### config.mk
export PLATFORM = sky130hd
export DESIGN_NAME = store_buffer
export DESIGN_NICKNAME = d
export VERILOG_FILES = /design/src/rtl/store_buffer_pkg.sv /design/src/rtl/store_align.sv /design/src/rtl/store_buffer.sv
export SDC_FILE = /design/constraint.sdc
export NUM_CORES = 1
export LEC_CHECK = 0
export ABC_AREA = 1
export CAP_MARGIN = 40
export CORE_AREA = 5 5 144 146
export CTS_CLUSTER_DIAMETER = 30
export DETAILED_ROUTE_END_ITERATION = 6
export DIE_AREA = 0 0 149 151
export PLACE_DENSITY = 0.87
export SYNTH_ARGS = -nofsm -noshare
export SYNTH_HDL_FRONTEND = slang
export SYNTH_SLANG_ARGS = --single-unit
### constraint.sdc
create_clock -name clk -period 7.55 [get_ports clk]
set_input_delay 1.1325 -clock clk [delete_from_list [all_inputs] [get_ports clk]]
set_output_delay 1.1325 -clock clk [all_outputs]
set_load 0.02 [all_outputs]
### src/rtl/store_buffer_pkg.sv
// store_buffer_pkg: store funct3 encodings, strobe width and buffered entry layout.
package store_buffer_pkg;
  localparam int STRB_W = 4;
  localparam logic [2:0] F3_SB = 3'b000;
  localparam logic [2:0] F3_SH = 3'b001;
  localparam logic [2:0] F3_SW = 3'b010;
  typedef struct packed {
    logic [31:0]       addr;
    logic [31:0]       data;
    logic [STRB_W-1:0] strb;
  } entry_t;
endpackage

### src/rtl/store_align.sv
// store_align: lane-aligns store data, builds byte strobes and flags misaligned/illegal stores.
module store_align
  import store_buffer_pkg::*;
(
  input  logic [2:0]        funct3_i,
  input  logic [31:0]       addr_i,
  input  logic [31:0]       data_i,
  output logic [31:0]       waddr_o,
  output logic [31:0]       wdata_o,
  output logic [STRB_W-1:0] wstrb_o,
  output logic              misalign_o
);
  logic is_sb, is_sh, is_sw;
  always_comb begin
    is_sb      = funct3_i == F3_SB;
    is_sh      = funct3_i == F3_SH;
    is_sw      = funct3_i == F3_SW;
    waddr_o    = {addr_i[31:2], 2'b00};
    wdata_o    = is_sb ? {4{data_i[7:0]}} : is_sh ? {2{data_i[15:0]}} : data_i;
    wstrb_o    = is_sb ? STRB_W'(4'b0001 << addr_i[1:0]) :
                 is_sh ? (addr_i[1] ? 4'b1100 : 4'b0011) :
                 is_sw ? 4'b1111 : 4'b0000;
    // Unknown funct3 is treated like a misaligned store: accepted and dropped.
    misalign_o = is_sh ? addr_i[0] : is_sw ? |addr_i[1:0] : !is_sb;
  end
endmodule

### src/rtl/store_buffer.sv
// store_buffer: in-order FIFO of formatted stores draining to data memory.
module store_buffer
  import store_buffer_pkg::*;
#(
  parameter int DEPTH = 4
) (
  input  logic              clk,
  input  logic              rst_n,
  input  logic              req_valid,
  output logic              req_ready,
  input  logic [2:0]        req_funct3,
  input  logic [31:0]       req_addr,
  input  logic [31:0]       req_data,
  output logic              mem_valid,
  input  logic              mem_ready,
  output logic [31:0]       mem_addr,
  output logic [31:0]       mem_wdata,
  output logic [STRB_W-1:0] mem_wstrb,
  output logic              misalign,
  output logic              empty
);
  localparam int PTR_W = $clog2(DEPTH);
  localparam int CNT_W = PTR_W + 1;

  if (DEPTH < 2 || (DEPTH & (DEPTH - 1)) != 0) begin : g_depth_chk
    $error("store_buffer: DEPTH must be a power of two >= 2");
  end

  logic [PTR_W-1:0] head_q, head_d, tail_q, tail_d;
  logic [CNT_W-1:0] count_q, count_d;
  logic             misalign_q, misalign_d;
  entry_t           buf_q [DEPTH];
  entry_t           new_entry, head_entry;
  logic             mis, accept, push, pop;

  store_align u_align (
    .funct3_i   (req_funct3),
    .addr_i     (req_addr),
    .data_i     (req_data),
    .waddr_o    (new_entry.addr),
    .wdata_o    (new_entry.data),
    .wstrb_o    (new_entry.strb),
    .misalign_o (mis)
  );

  always_comb begin
    empty      = count_q == '0;
    req_ready  = count_q != CNT_W'(DEPTH);
    mem_valid  = !empty;
    accept     = req_valid && req_ready;
    push       = accept && !mis;
    pop        = mem_valid && mem_ready;
    head_entry = buf_q[head_q];
    // Outputs are forced to zero when empty so reset reads back as all-zero.
    mem_addr   = empty ? '0 : head_entry.addr;
    mem_wdata  = empty ? '0 : head_entry.data;
    mem_wstrb  = empty ? '0 : head_entry.strb;
    misalign   = misalign_q;
    head_d     = head_q + PTR_W'(pop);
    tail_d     = tail_q + PTR_W'(push);
    count_d    = count_q + CNT_W'(push) - CNT_W'(pop);
    misalign_d = accept && mis;
  end

  always_ff @(posedge clk or negedge rst_n) begin
    if (!rst_n) begin
      head_q     <= '0;
      tail_q     <= '0;
      count_q    <= '0;
      misalign_q <= 1'b0;
    end else begin
      head_q     <= head_d;
      tail_q     <= tail_d;
      count_q    <= count_d;
      misalign_q <= misalign_d;
    end
  end

  always_ff @(posedge clk) begin
    if (push) buf_q[tail_q] <= new_entry;
  end
endmodule

==> results.md <==
Outcome:
- The run finished with clean final reports.

Placement:
- Prior to clock tree synthesis, the placed netlist has a worst setup slack of 3.34 ns.
- The HPWL after detailed placement is 15800 um.
- The number of port buffers is 140.
- The congestion estimate from routability-driven global placement came to 0.876.

Drt:
- The detailed router finished its first iteration with 757 violations.
- Dividing the detail-routed wire length by the instance count gives 18.6 um.
- For this run, design rule violations remaining after detail routing come to 0.
- The detailed-route via count is 8046.
- After detailed routing, the number of vias per cell comes to 5.57.
- The total wire length is 26900 um.
- The number of nets with antenna violations after routing is 0.
- The first detailed-routing pass took 6 iterations.

Setup path:
- On the worst path, the slowest cell contributes a delay of 0.67 ns.
- The signal on the critical path passes through inv_4 -> buf_4 -> o21ai_0 -> a21oi_1 -> clkdlybuf4s50_1.
- The required arrival time at the worst endpoint is 6.42 ns.
- The worst setup path is captured at an output port.
- The critical path in this run is classified as reg2out.
- The slowest stage cell on the critical path is dfrtp_4.
- The worst setup path is launched from a flop.
- The data arrival time of the critical path is 3.64 ns.
- Of all nets on the critical path, the largest fanout is 84.
- The worst register-to-register path has a setup slack of 4.44 ns.

Die:
- The die width is 149 um.
- The starting density of the core is 0.587.
- From bottom edge to top edge, the die measures 151 um.
- The count of boundary I/O pins is 143.
- Row generation in the floorplan step produced 51 rows.
- The core box area is 19300 um^2.
- The die footprint is 22500 um^2.

Yosys:
- The register area share after synthesis is 0.718.
- The share of the synthesized area in the top cell type is 0.701.
- The number of warnings printed during yosys synthesis is 0.
- Of the total synthesized cell area, the portion taken by XOR and XNOR cells is 0.00310.
- By area the synthesized netlist is led by edfxtp_1, nand2_1, nor2_1.
- The synthesized netlist contains 24 unique library cells.
- Counting every instance in the synthesized netlist gives 1006.
- The synthesized-area fraction occupied by ao, oa, aoi and oai cells came to 0.0602.
- By area, the combinational part of the netlist is dominated by simple AND/OR/NAND/NOR gates.
- The simple-gate portion of the synthesized area is 0.170.
- The average instance area after synthesis is 11.2 um^2.
- In this run the cell area of the synthesized design comes to 11300 um^2.
- The post-synthesis share of cell area spent on full adders, half adders and majority gates is 0.00619.
- The largest area contributor in the synthesized netlist is edfxtp_1.
- The flip-flop and latch count after synthesis is 272.
- The portion of synthesized area spent on multiplexers is 0.

Timing:
- The final setup skew is 0.0259 ns.
- The final critical path time including I/O delays and setup is 4.77 ns.
- The final hold violation count is 0.
- Setup slack closes at 2.78 ns.
- Setup violations remaining at the end of the flow were counted as 0.
- The headroom to the max-slew limit is 0.391.
- After routing, the total negative slack on setup checks comes to 0 ns.
- The portion of the clock cycle consumed by the worst path in the final layout is 0.632.
- The max-slew violation count came to 0.
- Setup repair after global routing left no endpoint under its margin.
- At the pin with the least slew margin, the transition time is 0.914 ns.
- Derived from the worst setup path, the maximum achievable clock frequency is 0.210 GHz.

Final layout:
- Leaving out fill and tap cells, the most frequent cell in the layout is nand2_1.
- The post-layout utilization of the core is 0.742.
- The fraction of final layout cells with drive strength greater than 1 is 0.0763.
- The final-stage net count is 1223.
- The fill cell total of the finished layout is 1167.
- The diode insertion count for antenna repair is 0.
- From synthesis to final layout, the design area changed by 26.3%.
- In the layout the commonest cells are nand2_1, edfxtp_1, clkdlybuf4s50_1.

CTS:
- TritonCTS created 42 clock buffers.
- The number of setup buffers added after CTS is 0.
- TritonCTS built the clock tree.
- Gates resized during post-CTS repair numbered 0.
- Hold repair after CTS inserted 0 buffers.
- After clock tree synthesis, the clock-pin slew on the worst setup and hold paths is 0.05 ns.
- The tree is rooted in a clkbuf_16.
- The total clock sinks is 272.
- The clock latency at the later pin of the worst-skew pair is 0.52 ns.
- The total number of H-tree levels is 2.
- In this run the deepest clock path goes through 3 buffers.

Pwr:
- The internal power consumption is 3880 uW.
- The static leakage power is 0.00543 uW.
- The logic gate share of total power is 0.366.
- In this run the power density over the cells is 420 nW/um^2.
- The share of total power dissipated in sequential elements is 0.308.
- The clock power share is 0.326.
- The worst-case IR drop observed on VDD is 0.000298 V.
- Of the total power, the share spent switching nets is 0.354.
- The switching power of the nets is 2120 uW.

Global routing:
- The global-route usage over all layers is 0.240.
- The maximum number of pins on one net before global-route repair is 85.
- The number of antenna violations at the first check in global routing is 0.
- The first global-routing pass estimated 41900 um of wire.
- The number of global-route vias before repair is 8005.
- The total overflow reported by the global router is 0.

Run:
- Across the run, the number of max-cap violations was 0.

Min path:
- The min-delay analysis places its worst path in the category reg2reg.
-- cells by family (layout without fill, tap and decap cells) --
logic type,after synthesis,count (layout)
adders and majority gates,5,5
buffers and inverters,81,253
AOI/OAI and AO/OA,136,136
and+or+nand+nor,507,507
DFF,272,272
xor gates and xnor gates,4,4
other,1,2
-- sequential cells by signal, indices dropped and copies added, names as in the netlist --
register,flops
head_q,2
buf_q,264
misalign,1
tail_q,2
count_q,3
-- worst paths after layout --
check                                start       endpoint  depth (start not counted)
worst max-delay path             head_q[0]  mem_wdata[21]                          5
worst max register to register  count_q[1]    buf_q[2][5]                          5
min in group asynchronous            rst_n      tail_q[0]                          1
worst min-delay path             tail_q[1]      tail_q[1]                          1
max in group asynchronous            rst_n      head_q[0]                          1
worst min register to register   tail_q[1]      tail_q[1]                          1
-- cells in the mapped netlist --
master / count
a21oi_1: 70
buf_2: 18
buf_4: 13
buf_6: 12
buf_8: 1
clkbuf_1: 10
conb_1: 1
dfrtp_1: 8
edfxtp_1: 264
fa_1: 1
ha_1: 4
inv_1: 25
inv_2: 1
inv_4: 1
nand2_1: 359
nand2_2: 1
nand3_1: 5
nor2_1: 140
nor3_1: 1
nor3_2: 1
o21ai_0: 59
o21ai_1: 7
xnor2_1: 1
xor2_1: 3
-- critical path, delay by kind of cell, from the launching register on --
family | cells | cell delay [ns]
flip-flops | 1 | 0.67
AO/OA/AOI/OAI | 2 | 0.54
buffers and inverters | 3 | 1.85
-- cell type report --
type / count / area (um^2) / area share
inverters: 27 / 106 / 0.00744
repair buffers: 150 / 1520 / 0.106
well taps: 265 / 332 / 0.0232
clock inverters: 29 / 354 / 0.0248
multi-input cells: 654 / 2750 / 0.192
clock buffers: 47 / 1100 / 0.0771
flip-flops and latches: 272 / 8130 / 0.569
-- stage by stage --
stage / total power [uW] / hold WS, ns / area [um^2] / std cells
finish: 6000 / 0.542 / 14300 / 1444
global route: 6270 / 0.563 / 14300 / 1444
CTS: 6020 / 0.534 / 14300 / 1444
detailed placement: 4040 / 0.515 / 12800 / 1368
global placement: 3970 / 0.505 / 12800 / 1366
floorplan: 3220 / 0.462 / 11300 / 1007
-- layer usage --
metal  vias up  part of all wire  global-route usage
li1       3689                 -                   -
met4         0             0.029              0.0851
met1      3815              0.37               0.304
met2       473              0.50               0.406
met3        69             0.098              0.0595
met5         -                 0                   0
-- power groups by stage --
stage	clock, uW	combinational (uW)	sequential, uW
after CTS	1970	2200	1850
after detailed placement	0	2160	1880
final	1950	2190	1850
after floorplan	0	1380	1840
after global placement	0	2100	1870
after global routing	2040	2370	1860
No activity file was read; power rests on OpenSTA's default activity.
